==> config.mk <==
export PLATFORM = sky130hd
export DESIGN_NAME = fetch_control_multi
export DESIGN_NICKNAME = d
export VERILOG_FILES = /design/src/rtl/fetch_control_multi.sv
export SDC_FILE = /design/constraint.sdc
export NUM_CORES = 1
export LEC_CHECK = 0
export BUFFER_PORTS_ARGS = -buffer_cell sky130_fd_sc_hd__buf_2
export CORE_MARGIN = 4
export CORE_UTILIZATION = 39
export DETAILED_ROUTE_END_ITERATION = 8
export SYNTH_ARGS = -nofsm -noshare
export SYNTH_HDL_FRONTEND = slang
export SYNTH_SLANG_ARGS = --single-unit
export TNS_END_PERCENT = 5
==> constraint.sdc <==
create_clock -name i_clk -period 6.3 [get_ports i_clk]
set_clock_uncertainty 0.2 [all_clocks]
set_input_delay 1.26 -clock i_clk [delete_from_list [all_inputs] [get_ports i_clk]]
set_output_delay 1.26 -clock i_clk [all_outputs]
set_load 0.05 [all_outputs]
==> src/rtl/fetch_control_multi.sv <==
// Multi-channel fetch sequencer: copies a run of SDRAM words into each enabled
// destination RAM, one read/write handshake per word, channel by channel.
module fetch_control_multi #(
    parameter int NUM_CH   = 3,
    parameter int SDRAM_AW = 19,
    parameter int RAM_AW   = 12
) (
    input  logic                         i_clk,
    input  logic                         i_reset,
    input  logic                         i_start,
    input  logic                         i_abort,
    input  logic [NUM_CH-1:0]            i_chanEnable,
    input  logic [NUM_CH*SDRAM_AW-1:0]   i_baseAddr,
    input  logic [RAM_AW:0]              i_length,
    input  logic                         i_sdramReady,
    output logic                         o_rdSdram,
    output logic [SDRAM_AW-1:0]          o_addrToSdram,
    output logic [NUM_CH-1:0]            o_wrRam,
    output logic [RAM_AW-1:0]            o_addrToRam,
    output logic                         o_busy,
    output logic                         o_finish
);

    localparam int            CW      = (NUM_CH > 1) ? $clog2(NUM_CH) : 1;
    localparam logic [CW-1:0] LAST_CH = CW'(NUM_CH - 1);

    typedef enum logic [2:0] {
        IDLE,
        SELECT,
        ISSUE,
        WAIT,
        WRITE,
        DONE
    } state_t;

    state_t                      state, nextState;
    logic [CW-1:0]               chIdx, chNext;
    logic [RAM_AW:0]             wordIdx, wordNext, wordInc;
    logic                        lastCh;
    logic [NUM_CH-1:0]           maskQ;
    logic [NUM_CH*SDRAM_AW-1:0]  baseQ;
    logic [RAM_AW:0]             lenQ;
    logic [SDRAM_AW-1:0]         chBase;

    assign wordInc = wordIdx + 1'b1;
    assign lastCh  = (chIdx == LAST_CH);
    assign chBase  = baseQ[chNext*SDRAM_AW +: SDRAM_AW];

    // NOTE: every signal gets a default before the case so no latch is inferred.
    always_comb begin
        nextState = state;
        chNext    = chIdx;
        wordNext  = wordIdx;
        if (state != IDLE && i_abort) begin
            nextState = IDLE;
            chNext    = '0;
            wordNext  = '0;
        end else begin
            case (state)
                IDLE: begin
                    if (i_start) begin
                        nextState = SELECT;
                        chNext    = '0;
                        wordNext  = '0;
                    end
                end
                SELECT: begin
                    if (maskQ[chIdx] && lenQ != '0) begin
                        nextState = ISSUE;
                    end else if (lastCh) begin
                        nextState = DONE;
                    end else begin
                        chNext = chIdx + 1'b1;
                    end
                end
                ISSUE: nextState = WAIT;
                WAIT: begin
                    if (i_sdramReady) begin
                        nextState = WRITE;
                    end
                end
                WRITE: begin
                    if (wordInc < lenQ) begin
                        wordNext  = wordInc;
                        nextState = ISSUE;
                    end else if (lastCh) begin
                        nextState = DONE;
                    end else begin
                        wordNext  = '0;
                        chNext    = chIdx + 1'b1;
                        nextState = SELECT;
                    end
                end
                DONE:    nextState = IDLE;
                default: nextState = IDLE;
            endcase
        end
    end

    // NOTE: sequential state uses non-blocking assignments only; outputs are
    // decoded from the next state so each registered strobe lines up with its state.
    always_ff @(posedge i_clk or posedge i_reset) begin
        if (i_reset) begin
            state         <= IDLE;
            chIdx         <= '0;
            wordIdx       <= '0;
            maskQ         <= '0;
            baseQ         <= '0;
            lenQ          <= '0;
            o_rdSdram     <= 1'b0;
            o_addrToSdram <= '0;
            o_wrRam       <= '0;
            o_addrToRam   <= '0;
            o_busy        <= 1'b0;
            o_finish      <= 1'b0;
        end else begin
            state   <= nextState;
            chIdx   <= chNext;
            wordIdx <= wordNext;
            if (state == IDLE && i_start) begin
                maskQ <= i_chanEnable;
                baseQ <= i_baseAddr;
                lenQ  <= i_length;
            end
            o_rdSdram     <= (nextState == ISSUE);
            o_addrToSdram <= (nextState == ISSUE) ? chBase + SDRAM_AW'(wordNext) : '0;
            o_wrRam       <= (nextState == WRITE) ? (NUM_CH'(1) << chNext) : '0;
            o_addrToRam   <= (nextState == WRITE) ? wordNext[RAM_AW-1:0] : '0;
            o_busy        <= (nextState != IDLE);
            o_finish      <= (nextState == DONE);
        end
    end

endmodule
======== Word-level counts from Yosys, hierarchy flattened ========
Cells that the tools add are included.
word-level totals
  output and inout port bits .............. 37
  word-level logic and storage cells ...... 59
  bits in registers ....................... 128
  input bits .............................. 78
operators by class
  magnitude comparators ................... 2
  multiplexer cells ....................... 24
  reductions and logical operators ........ 7
  multiply operators ...................... 1
  eq/ne operators ......................... 8
  shifts and indexed selects .............. 2
  add/subtract/negate cells ............... 3
operator list
  cell                                                         count
  variable part select 57 x 8 -> 19 bit                        1
  two-way mux 13 bit                                           4
  case mux 13 bit (2 select lines)                             1
  two-way mux 3 bit                                            8
  adder 19 x 13 -> 19 bit                                      1
  two-way mux 19 bit                                           1
  case mux 3 bit (5 select lines)                              1
  adder 13 x 1 -> 13 bit (second input constant)               1
  less-than comparator 13 bit                                  1
  nonzero test 13 bit                                          1
  two-way mux 12 bit                                           1
  two-way mux 2 bit                                            5
  equality test 3 x 2 -> 1 bit (second input constant)         3
  equality test 3 bit (second input constant)                  3
  multiplier 2 x 5 -> 7 bit (second input constant)            1
  case mux 2 bit (3 select lines)                              1
  nonzero test 3 bit                                           2
  equality test 3 x 1 -> 1 bit (second input constant)         1
  logical AND 1 bit                                            3
  logical NOT 3 bit                                            1
  less-than comparator 2 x 3 -> 1 bit (second input constant)  1
  << shifter 1 x 2 -> 3 bit (first input constant)             1
  adder 2 x 1 -> 2 bit (second input constant)                 1
  binary-select mux 1 bit (select 2 bit)                       1
  other kinds (2)                                              2

======== Logic depth before layout (Yosys ltp) ========
Gate-level depths: netlist of the first run.
  depth after elaboration ................. 10
  depth in mapped cells ................... 32
  depth with buffers taken out ............ 28

======== Worst setup path after synthesis of the first run ========
Ideal clock, no wire load.
  kind .................................... reg2reg
  from .................................... reg wordIdx[0]
  to ...................................... reg o_addrToSdram[16]
  data arrival time ....................... 5.781 ns
  library setup time ...................... 0.132 ns
  buffers on the path ..................... 2
  required time ........................... 5.968 ns
  cell stages (with the launch flop) ...... 31
  period minus slack after synthesis ...... 6.113 ns
  setup slack ............................. 0.187 ns
  path through ............................ dfrtp_1 ha_1 and3_1 and3_1 and3_1 clkbuf_1 nand3_1 xnor2_1 ha_1 and4_1 o211a_1 a22oi_1 o211ai_1 nand3_1 nand2_4 buf_4 mux2i_1 o21ai_0 ha_1 inv_1 fa_1 nor2b_1 o21ai_0 a21boi_0 o21ai_0 a21oi_1 o2111ai_1 a31o_2 a211oi_1 xnor2_1 nor2_1
on the way
  word-level cells in the longest chain between the ends .. 9
  elaborated cells on any way between the ends .. 18
  classes of those cells .................. 2 x add/sub; 1 x mul; 1 x order compare; 1 x eq/ne; 1 x shift; 12 x mux
RTL lines
  element                                line  RTL
  from (decl)                            38    logic [RAM_AW:0] wordIdx, wordNext, wordInc;
  from (signal assigned)                 119   wordIdx <= wordNext;
  adder 13 x 1 -> 13 bit                 45    assign wordInc = wordIdx + 1'b1;
  less-than comparator 13 bit            83    if (wordInc < lenQ) begin
  two-way mux 2 bit                      83
  case mux 2 bit (3 select lines)        59    case (state)
  two-way mux 2 bit                      54    if (state != IDLE && i_abort) begin
  via chNext[0]                          37    logic [CW-1:0] chIdx, chNext;
  multiplier 2 x 5 -> 7 bit              47    assign chBase = baseQ[chNext*SDRAM_AW +: SDRAM_AW];
  variable part select 57 x 8 -> 19 bit  47
  adder 19 x 13 -> 19 bit                126   o_addrToSdram <= (nextState == ISSUE) ? chBase + SDRAM_AW'(wordNext) : '0;
  two-way mux 19 bit                     126
  to (signal assigned)                   126
  to (decl)                              17    output logic [SDRAM_AW-1:0] o_addrToSdram,
The timed path passes the listed nets, and every way through them passes these cells.
A chain may end at the register's enable or synchronous reset.

======== Worst setup path after layout of the first run ========
  from .................................... reg wordIdx[1]
  to ...................................... reg o_addrToSdram[15]
on the way
  word-level cells in the longest chain between the ends .. 9
  elaborated cells on any way between the ends .. 18
  classes of those cells .................. 2 x add/sub; 1 x mul; 1 x order compare; 1 x eq/ne; 1 x shift; 12 x mux
RTL lines
  element                                line
  adder 13 x 1 -> 13 bit                 45
  less-than comparator 13 bit            83
  two-way mux 2 bit                      83
  case mux 2 bit (3 select lines)        59
  two-way mux 2 bit                      54
  multiplier 2 x 5 -> 7 bit              47
  variable part select 57 x 8 -> 19 bit  47
  adder 19 x 13 -> 19 bit                126
  two-way mux 19 bit (*)                 126
Mark *: on every way between the ends. The rest lies on a longest branch, timed or not.

==> key figures, run 1 <==
Clock network
  • Clk slew on worst S/H paths: 0.06 ns
  • Hold bufs inserted after CTS: 0
  • Buffer levels on the longest clock path: 2
  • Clock H-tree levels: 4
  • Clock root buffer: clkbuf_16
  • Clock insertion delay at the later pin of the skew report: 0.42 ns
  • TritonCTS clock tree: built
  • TritonCTS buffer count: 17
  • TritonCTS sink count: approximately 130

Power
  • Sequential cell fraction of total power: 34.1%
  • Switching share of total power: around two fifths
  • Total design power: about 3.8 mW
  • Leakage component of the power: 3.81 nW
  • Maximum resistive drop on vdd: 0.243 mV
  • Pint: 2.32 mW
  • Part of the total power dissipated in combinational logic: 41.8%
  • Power per cell area: 478 nW/um2
  • Power share of the clock group: about a quarter
  • Switching power total: 1.48 mW

Hold path
  • Critical hold path startpoint: baseQ[37]
  • Worst hold-check path type: flop to flop
  • Hold depth: 1

Yosys
  • Xor-xnor portion of the synthesized cell area: 2.98%
  • Synthesized area per cell: 10.8 um2
  • Fraction of synthesized area in multiplexers: 13.1%
  • Largest family of logic cells by synthesized area: simple AND/OR/NAND/NOR gates
  • Distinct cell type count of the synthesized netlist: 60
  • Synth Area in Compound Gates: 12.2%
  • YS warnings: 0
  • Share of flip-flops with an asynchronous set or reset after synthesis: 100%
  • Flip-flop and latch count after synthesis: 128
  • Gate count after technology mapping: 598
  • Top FF cell, synth: dfrtp_1
  • Synthesized cell area: 6470 um2
  • Sequential fraction of the synthesis area: 49.5%
  • Area share of fa/ha/maj cells after synthesis: 5.73%
  • Fraction of the mapped netlist area in simple logic gates: a little over an eighth
  • Synthesized Nets: 705
  • Number of enable-type register cells in the synthesized netlist: 0

Die
  • Die X-Extent: 137 um
  • Height of the chip: 137 um
  • Initial core utilization: about two fifths
  • Total number of placement rows: 46
  • Ports placed on the boundary: 115
  • Std-Cell Core Area: around 16,000 um2
  • Overall die area: between 15,000 and 20,000 um2

Layout
  • Antenna diode count: 0
  • Commonest non-fill, non-tap cell in the layout: dfrtp_1
  • Number of standard cells in the layout, taps in and fillers out: 952
  • # nets final: 830
  • Commonest non-fill, non-tap cells in the layout: dfrtp_1, buf_2, mux2_2
  • Area growth from synthesis to layout: 22.8%
  • Layout cells sized above 1: 34.4%

STA
  • Fin Hold WS: 0.305 ns
  • Number of setup violations in the final report: 0
  • Worst Tran Pin Value: about 1.1 ns
  • Max Transition Viols Final: 0
  • Setup Total Neg Slack: 0 ns
  • Hold violation total from the final report: 0
  • Max-slew headroom at the worst pin: 28.2%
  • Final min period: 5.91 ns
  • Highest Clock Rate: 169 MHz
  • Post-route worst setup slack: 0.391 ns
  • Period Utilization, post-route: 93.8%

Routing
  • Antenna violation net count after detailed routing: 0
  • Met1 wire length: 7240 um
  • DRT iter0 DRCs: around 240
  • Total wire length after detailed routing: 16,200 um
  • Average via count per standard cell: 5.11
  • Number of search-and-repair iterations in the first detailed-routing pass: 4
  • Vias: 4,864
  • Met3 Wirelength: 1150 um
  • Routed len/inst: 17.0 um
  • Uppermost routed layer: met5
  • # DRC: 0
  • Met2 layer wire length in the routed design: 7560 um

Placement
  • Post-place setup slack: -0.0763 ns
  • Input/output buffers: 114
  • Detailed placement HPWL: 12,200 um
  • Post-Place Cells: 915
  • GPL Wtd Cong: 0.858

Global route
  • Antenna violations before repair: 1
  • Total GRT Usage: 18.1%
  • Number of global-route vias before repair: 5,092
  • Maximum number of pins on one net before global-route repair: 87
  • GRT Residual Overflow: 0
  • Global-route wire length before repair: 26,100 um

Critical path
  • Start point of the critical path: wordIdx[1]
  • Worst-case reg-to-reg path depth: 26
  • Kind of end point of the critical path: flop
  • Path type of the worst setup path: flop to flop
  • Required arrival time at the worst endpoint: 6.37 ns
  • Crit path max fanout: 5
  • Start of the worst register-to-register path: wordIdx[1]
  • Critical Path Start Type: flop
  • Arrival @ worst endpoint: 5.98 ns

Outcome
  • Outcome: finished, final reports clean

Job
  • Max_cap viols: 0
worst paths after layout:
kind | endpoint | slack, ns
worst max register to register | o_addrToSdram[15] | 0.39
max in group asynchronous | o_addrToSdram[10] | 3.81
worst min-delay path | baseQ[37] | 0.30
worst max-delay path | o_addrToSdram[15] | 0.39
worst min register to register | baseQ[37] | 0.30
min in group asynchronous | baseQ[4] | 0.86
power groups by stage:
stage	Sequential [mW]	Combinational [mW]	Clock [mW]
floorplan	1.42	1.04	0
global placement	1.30	1.50	0
detailed placement	1.31	1.55	0
CTS	1.30	1.57	0.939
global route	1.33	1.74	0.974
finish	1.30	1.59	0.916
registers in the layout, indices dropped and copies added (netlist names), 2 cells and up:
signal	cells
o_addrToSdram	19
wordIdx	13
chIdx	2
maskQ	3
o_addrToRam	12
state	3
o_wrRam	3
lenQ	13
baseQ	57
what timing repair did:
action | CTS | global route
setup buffers | 2 | 3
cloned | 0 | 0
resized for setup | 3 | 14
pin swaps | 3 | 6
setup endpoints to repair | 3 | 8
routing by layer:
metal  vias up  track usage, %
li1       2365               -
met1      2349            24.0
met2       132            28.5
met3        16            5.92
met4         2            5.38
met5         -               0
metrics by stage:
step / cell area (um2) / util (%)
floorplan: 6470 / -
global placement: 7290 / 45.4
detailed placement: 7290 / 45.4
CTS: 7870 / 49.0
global route: 7940 / 49.5
finish: 7940 / 49.5
area by class of cell:
| class | instances | area [um2] |
|---|---|---|
| clock buffers | 20 | 447 |
| clock inverters | 12 | 111 |
| fillers | 1497 | 8120 |
| inverters | 24 | 92.6 |
| multi-input cells | 421 | 3120 |
| flip-flops and latches | 128 | 3200 |
| well taps | 216 | 270 |
| repair buffers | 131 | 698 |
kinds of logic (layout without fill, tap and decap cells):
kind of cell	after synthesis	after routing
multiplexers	77	77
flip-flops	128	128
AO/OA/AOI/OAI	120	120
AND/OR/NAND/NOR	173	173
buffers and inverters	49	187
adder cells (fa/ha/maj)	29	29
XOR/XNOR	22	22
critical path: stages (launching register included):
cell,delay (ns)
dfrtp_1,0.37
ha_2,0.23
and3_1,0.20
and3_4,0.21
and3_2,0.24
nand3_1,0.12
xnor2_1,0.16
ha_1,0.32
and4_4,0.25
o211a_1,0.16
a22oi_1,0.08
o211ai_1,0.34
nand3_2,0.18
nand2_4,0.16
buf_4,0.15
mux2i_1,0.19
o21ai_0,0.13
ha_1,0.33
a21oi_1,0.10
o21ai_0,0.18
a21oi_1,0.13
o21a_1,0.22
o211a_1,0.28
o31ai_2,0.33
o311ai_0,0.21
xor2_1,0.20
nor2_1,0.07
cells in the mapped netlist (6+ instances only):
library cell | count | area share, %
and2_1 | 8 | 0.77
nor2b_1 | 6 | 0.58
a21o_1 | 7 | 0.81
xor2_1 | 10 | 1.4
mux2i_1 | 16 | 2.5
and3_1 | 11 | 1.1
nand2_1 | 59 | 3.4
mux2_2 | 61 | 11
nand3b_1 | 6 | 0.70
inv_1 | 23 | 1.3
a21oi_1 | 25 | 1.9
xnor2_1 | 12 | 1.6
nor2_1 | 37 | 2.1
clkbuf_1 | 17 | 0.99
ha_1 | 28 | 5.4
o21ai_0 | 48 | 3.7
a22oi_1 | 8 | 0.93
nor3_1 | 15 | 1.2
dfrtp_1 | 128 | 50
nand3_1 | 12 | 0.93
Note: power is estimated with default switching activity, not from simulation.
==> run 2, diff against run 1 <==
- CORE_MARGIN: 4 -> default
- clock period: 6.3 -> 4.9 ns (I/O delays scaled with it)
==> run 2 against run 1 <==
The run now ends with setup timing left; critical path depth rose by 2; global-route usage is 2.8 points higher; non-clock buffer count grew 78; die area shrank 8.6%; clock power up 52%; final cell count is 8.3% higher; final area up 9.9%; routed wire length increased by 3.2%; combinational power is 44% higher; core utilization is 4.9 points higher; sequential power rose by 28%; fmax increased by 6.7%; critical path type unchanged.
==> key figures, run 2 (same netlist as run 1, synthesis figures left out) <==
STA
  • Final min period: 5.54 ns
  • Hold violation total from the final report: 0
  • Max Transition Viols Final: 0
  • Number of setup violations in the final report: 13
  • Setup Total Neg Slack: -5.80 ns
  • Highest Clock Rate: 181 MHz
  • RSZ-0062 raised after global routing: true
  • Max-slew headroom at the worst pin: 33.0%
  • Worst Tran Pin Value: 1.01 ns
  • Post-route worst setup slack: -0.638 ns
  • Fin Hold WS: 0.301 ns
  • Period Utilization, post-route: 113%

Global route
  • Maximum number of pins on one net before global-route repair: 87
  • Number of global-route vias before repair: 5,438
  • GRT Residual Overflow: 0
  • Antenna violations before repair: 1
  • Global-route wire length before repair: between 20,000 and 30,000 um
  • Total GRT Usage: between 20% and 30%

Critical path
  • Path type of the worst setup path: flop to flop
  • Cell with the largest stage delay on the worst path: dfrtp_1
  • Internal reg-to-reg setup slack: -0.64 ns
  • Required arrival time at the worst endpoint: 4.97 ns
  • Kind of end point of the critical path: flop
  • Start of the worst register-to-register path: wordIdx[1]
  • Arrival @ worst endpoint: ~5.6 ns
  • Max stage delay on crit path: 0.40 ns
  • Crit path max fanout: 16
  • Worst-case reg-to-reg path depth: 28
  • Critical Path Start Type: flop
  • Critical register-to-register path endpoint: o_addrToSdram[12]

Clock network
  • Clock H-tree levels: 4
  • TritonCTS sink count: ~130
  • Clock insertion delay at the later pin of the skew report: ~0.42 ns
  • Clk slew on worst S/H paths: 0.06 ns
  • Clock root buffer: clkbuf_16
  • Hold bufs inserted after CTS: 0
  • Buffer levels on the longest clock path: 2
  • TritonCTS buffer count: 17
  • TritonCTS clock tree: built

Routing
  • Total wire length after detailed routing: roughly 17,000 um
  • Number of search-and-repair iterations in the first detailed-routing pass: 5
  • Average via count per standard cell: 5.07
  • DRT iter0 DRCs: 210
  • Antenna violation net count after detailed routing: 0
  • # DRC: 0
  • Vias: between 5k and 6k
  • Routed len/inst: 16.2 um

Die
  • Overall die area: about 17,000 um2
  • Initial core utilization: 40.3%
  • Ports placed on the boundary: 115
  • Std-Cell Core Area: 16,100 um2
  • Total number of placement rows: 46
  • Height of the chip: 131 um
  • Die X-Extent: 131 um

Layout
  • Layout cells sized above 1: 42.8%
  • Commonest non-fill, non-tap cells in the layout: dfrtp_1, buf_2, buf_4
  • Storage element area: 3200 um2
  • Biggest register: baseQ
  • Number of standard cells in the layout, taps in and fillers out: about 1.0k
  • Area growth from synthesis to layout: 35.0%
  • Multi-input logic area: 3230 um2
  • # nets final: 908
  • Number of flip-flops under the largest register name: 57
  • Layout filler cell count: 1,398
  • Top flop regs: baseQ x57, o_addrToSdram x19
  • Final core occ: 54.4%
  • Commonest non-fill, non-tap cell in the layout: dfrtp_1

Power
  • Sequential cell fraction of total power: 31.2%
  • Maximum resistive drop on vdd: 0.271 mV
  • Part of the total power dissipated in combinational logic: 42.9%
  • Power per cell area: 613 nW/um2
  • Power share of the clock group: 25.9%
  • Pint: 3.39 mW
  • Switching share of total power: 36.6%
  • Switching power total: around 2.0 mW
  • Leakage component of the power: 4.28 nW

Hold path
  • Worst hold-check path type: flop to flop
  • Hold depth: 1
  • Critical hold path startpoint: baseQ[6]
  • Destination of the worst hold path: baseQ[6]

Placement
  • Detailed placement HPWL: approximately 13,000 um
  • Input/output buffers: 114
  • Post-place setup slack: -0.851 ns
  • GPL Wtd Cong: 0.882
  • Post-Place Cells: 987

Outcome
  • Failing checks: setup timing
  • Outcome: complete, but fails checks

Job
  • Max_cap viols: 0
-- run 2: worst max-delay path by stage --
stage	from	to	slack (ns)	cells past startpoint
finish	wordIdx[1]	o_addrToSdram[12]	-0.64	28
detailed placement	wordIdx[1]	o_addrToSdram[16]	-0.85	29
global placement	wordIdx[1]	o_addrToSdram[15]	-0.68	26
CTS	wordIdx[1]	o_addrToSdram[16]	-0.62	28
global route	wordIdx[1]	o_addrToSdram[16]	-0.92	28
floorplan	wordIdx[0]	o_addrToSdram[18]	-0.88	31
-- run 2: power by group through the flow --
stage	sequential (mW)	combinational (mW)	clock, mW
after floorplan	1.82	1.35	0
after global placement	1.67	2.15	0
after detailed placement	1.69	2.21	0
after global routing	1.72	2.49	1.46
after CTS	1.67	2.28	1.41
final	1.67	2.29	1.39
-- run 2: repair_timing --
item / 4_1_cts / 5_1_grt
buffers inserted: 10 / 1
gates cloned: 0 / 0
pin swaps: 23 / 23
gates resized for setup: 21 / 13
setup endpoints to repair: 14 / 15
-- run 2: layout make-up --
cell class,instances,area share (%)
multi-input combinational,421,37.0
sequential,128,36.7
timing repair buffer,209,14.8
clock buffer,23,5.36
tap,216,3.10
clock inverter,9,2.05
inverter,24,1.06
antenna,1,0.0287
-- run 2: metrics by stage --
step	cell area [um2]	total power [mW]
after floorplan	6520	3.18
after global placement	7870	3.82
after detailed placement	7870	3.90
after CTS	8670	5.35
after global routing	8730	5.67
final	8730	5.35
-- run 2: critical path, delay by kind of cell (launching register included) --
kind,cells,cell delay [ns]
AO/OA/AOI/OAI,11,1.84
buffers and inverters,3,0.51
AND/OR/NAND/NOR,9,1.36
adder cells (fa/ha/maj),3,0.80
XOR/XNOR,2,0.28
flip-flops,1,0.40
-- run 2: per-layer routing --
layer / GRT usage [%] / routed length [um] / up-vias
met1: 26.3 / 7540 / 2538
li1: - / - / 2519
met3: 6.27 / 952 / 24
met4: 8.38 / 329 / 0
met5: 0 / 0 / -
met2: 34.0 / 7860 / 145
==> run 3, diff against run 2 <==
- CTS_BUF_LIST: default -> sky130_fd_sc_hd__clkbuf_4 sky130_fd_sc_hd__clkbuf_8 sky130_fd_sc_hd__clkbuf_16
- TNS_END_PERCENT: 5 -> 1
==> run 3 against run 2 <==
The flow still finishes with violations (setup timing); die area is the same; sequential share of layout area shrank 0.063 points; core utilization grew 0.093 points; register-to-register slack is essentially flat; critical path type unchanged.
==> key figures, run 3 (same netlist as run 1, synthesis figures left out) <==
STA
  • Period Utilization, post-route: 113%
  • RSZ-0062 raised after global routing: true
  • Number of setup violations in the final report: 13
  • Highest Clock Rate: between 150 and 200 MHz
  • Max Transition Viols Final: 0
  • Setup Total Neg Slack: -5.71 ns
  • Worst Tran Pin Value: 0.990 ns
  • Final min period: 5.53 ns
  • Hold violation total from the final report: 0
  • Post-route worst setup slack: -0.634 ns
  • Fin Hold WS: about 0.3 ns
  • Max-slew headroom at the worst pin: between 30% and 40%

Clock network
  • TritonCTS clock tree: built
  • Clock root buffer: clkbuf_16
  • Clock H-tree levels: 4
  • Clk slew on worst S/H paths: 0.06 ns
  • Clock insertion delay at the later pin of the skew report: between 0.4 and 0.5 ns
  • Buffer levels on the longest clock path: 2
  • TritonCTS buffer count: 17
  • TritonCTS sink count: roughly 130

Routing
  • Number of search-and-repair iterations in the first detailed-routing pass: 5
  • Average via count per standard cell: 5.11
  • Routed len/inst: 16.1 um
  • Met3 Wirelength: 1000 um
  • Vias: 5,265
  • Total wire length after detailed routing: approximately 17,000 um
  • Antenna violation net count after detailed routing: 0
  • # DRC: 0
  • Met2 layer wire length in the routed design: approximately 7800 um
  • Met1 wire length: roughly 7400 um
  • Uppermost routed layer: met4
  • DRT iter0 DRCs: 213

Global route
  • Number of global-route vias before repair: 5,455
  • GRT Residual Overflow: 0
  • Total GRT Usage: about a fifth
  • Maximum number of pins on one net before global-route repair: 87
  • Global-route wire length before repair: around 27,000 um
  • Antenna violations before repair: 1

Die
  • Overall die area: 17,100 um2
  • Die X-Extent: 131 um
  • Initial core utilization: 40.3%
  • Std-Cell Core Area: 16,100 um2
  • Height of the chip: 131 um
  • Total number of placement rows: 46
  • Ports placed on the boundary: ~120

Critical path
  • Critical Path Start Type: flop
  • Crit path buffers/inverters: 3
  • Arrival @ worst endpoint: about 5.6 ns
  • Internal reg-to-reg setup slack: -0.63 ns
  • Required arrival time at the worst endpoint: roughly 5.0 ns
  • Max stage delay on crit path: between 0.3 and 0.4 ns
  • Worst-case reg-to-reg path depth: 28
  • Largest delay contributor family on the critical path: compound AO/OA/AOI/OAI gates
  • Kind of end point of the critical path: flop
  • Path type of the worst setup path: flop to flop
  • Cell with the largest stage delay on the worst path: dfrtp_1
  • Crit path max fanout: 16
  • Number of cells on the critical path: 28

Placement
  • Post-Place Cells: about 990
  • Post-place setup slack: -0.851 ns
  • Input/output buffers: 114
  • GPL Wtd Cong: between 0.8 and 0.9
  • Placed cell areas: 7870 um2
  • Detailed placement HPWL: about 13,000 um

Hold path
  • Worst hold-check path type: flop to flop
  • Hold depth: 1

Layout
  • Final core occ: 54.4%
  • Number of flip-flops under the largest register name: 57
  • Commonest non-fill, non-tap cell in the layout: dfrtp_1
  • Commonest non-fill, non-tap cells in the layout: dfrtp_1, buf_2, buf_4
  • Top flop regs: baseQ x57, o_addrToSdram x19
  • Area growth from synthesis to layout: 35.2%
  • Design Area, Final: ~8700 um2
  • Number of standard cells in the layout, taps in and fillers out: 1,031
  • Layout cells sized above 1: 43.2%
  • # nets final: ~900
  • Biggest register: baseQ

Outcome
  • Failing checks: setup timing
  • Outcome: complete, but fails checks

Power
  • Maximum resistive drop on vdd: 0.271 mV
  • Leakage component of the power: 4.30 nW
  • Total design power: 5.37 mW
  • Power per cell area: 614 nW/um2

Job
  • Max_cap viols: 0
## run 3: changes by cell type in the layout (fill, tap and decap cells not counted)
cell	delta
clkbuf_1	-4
clkbuf_4	+4
## run 3: per-layer routing
layer | vias up | global-route usage, %
li1 | 2522 | -
met1 | 2558 | 25.9
met2 | 159 | 34.0
met3 | 26 | 6.27
met4 | 0 | 8.38
met5 | - | 0
## run 3: cell type report
| type | count | area (um2) |
|---|---|---|
| sequential | 128 | 3200 |
| clock buffer | 23 | 483 |
| fill | 1396 | 7310 |
| multi-input combinational | 421 | 3230 |
| timing repair buffer | 209 | 1290 |
| inverter | 24 | 92.6 |
| clock inverter | 9 | 179 |
| tap | 216 | 270 |
| antenna | 1 | 2.50 |
## run 3: path summary, 6_finish.rpt
check	end	start
setup / recovery	o_addrToSdram[12]	wordIdx[1]
hold / removal	baseQ[36]	baseQ[36]
setup reg to reg	o_addrToSdram[12]	wordIdx[1]
hold reg to reg	baseQ[36]	baseQ[36]
max in group asynchronous	wordIdx[11]	i_reset
min in group asynchronous	baseQ[0]	i_reset
## run 3: repair_timing
| item | in CTS | in global routing |
|---|---|---|
| setup endpoints to repair | 14 | 15 |
| hold buffers | 0 | 0 |
| pin swaps | 23 | 23 |
| resized for setup | 21 | 13 |
| setup buffers | 10 | 1 |
## run 3: power breakdown
group | total [mW] | switching, mW | internal, mW
Sequential | 1.67 | 0.223 | 1.44
Clock | 1.41 | 0.455 | 0.953
Combinational | 2.29 | 1.28 | 1.02
Total | 5.37 | 1.95 | 3.41
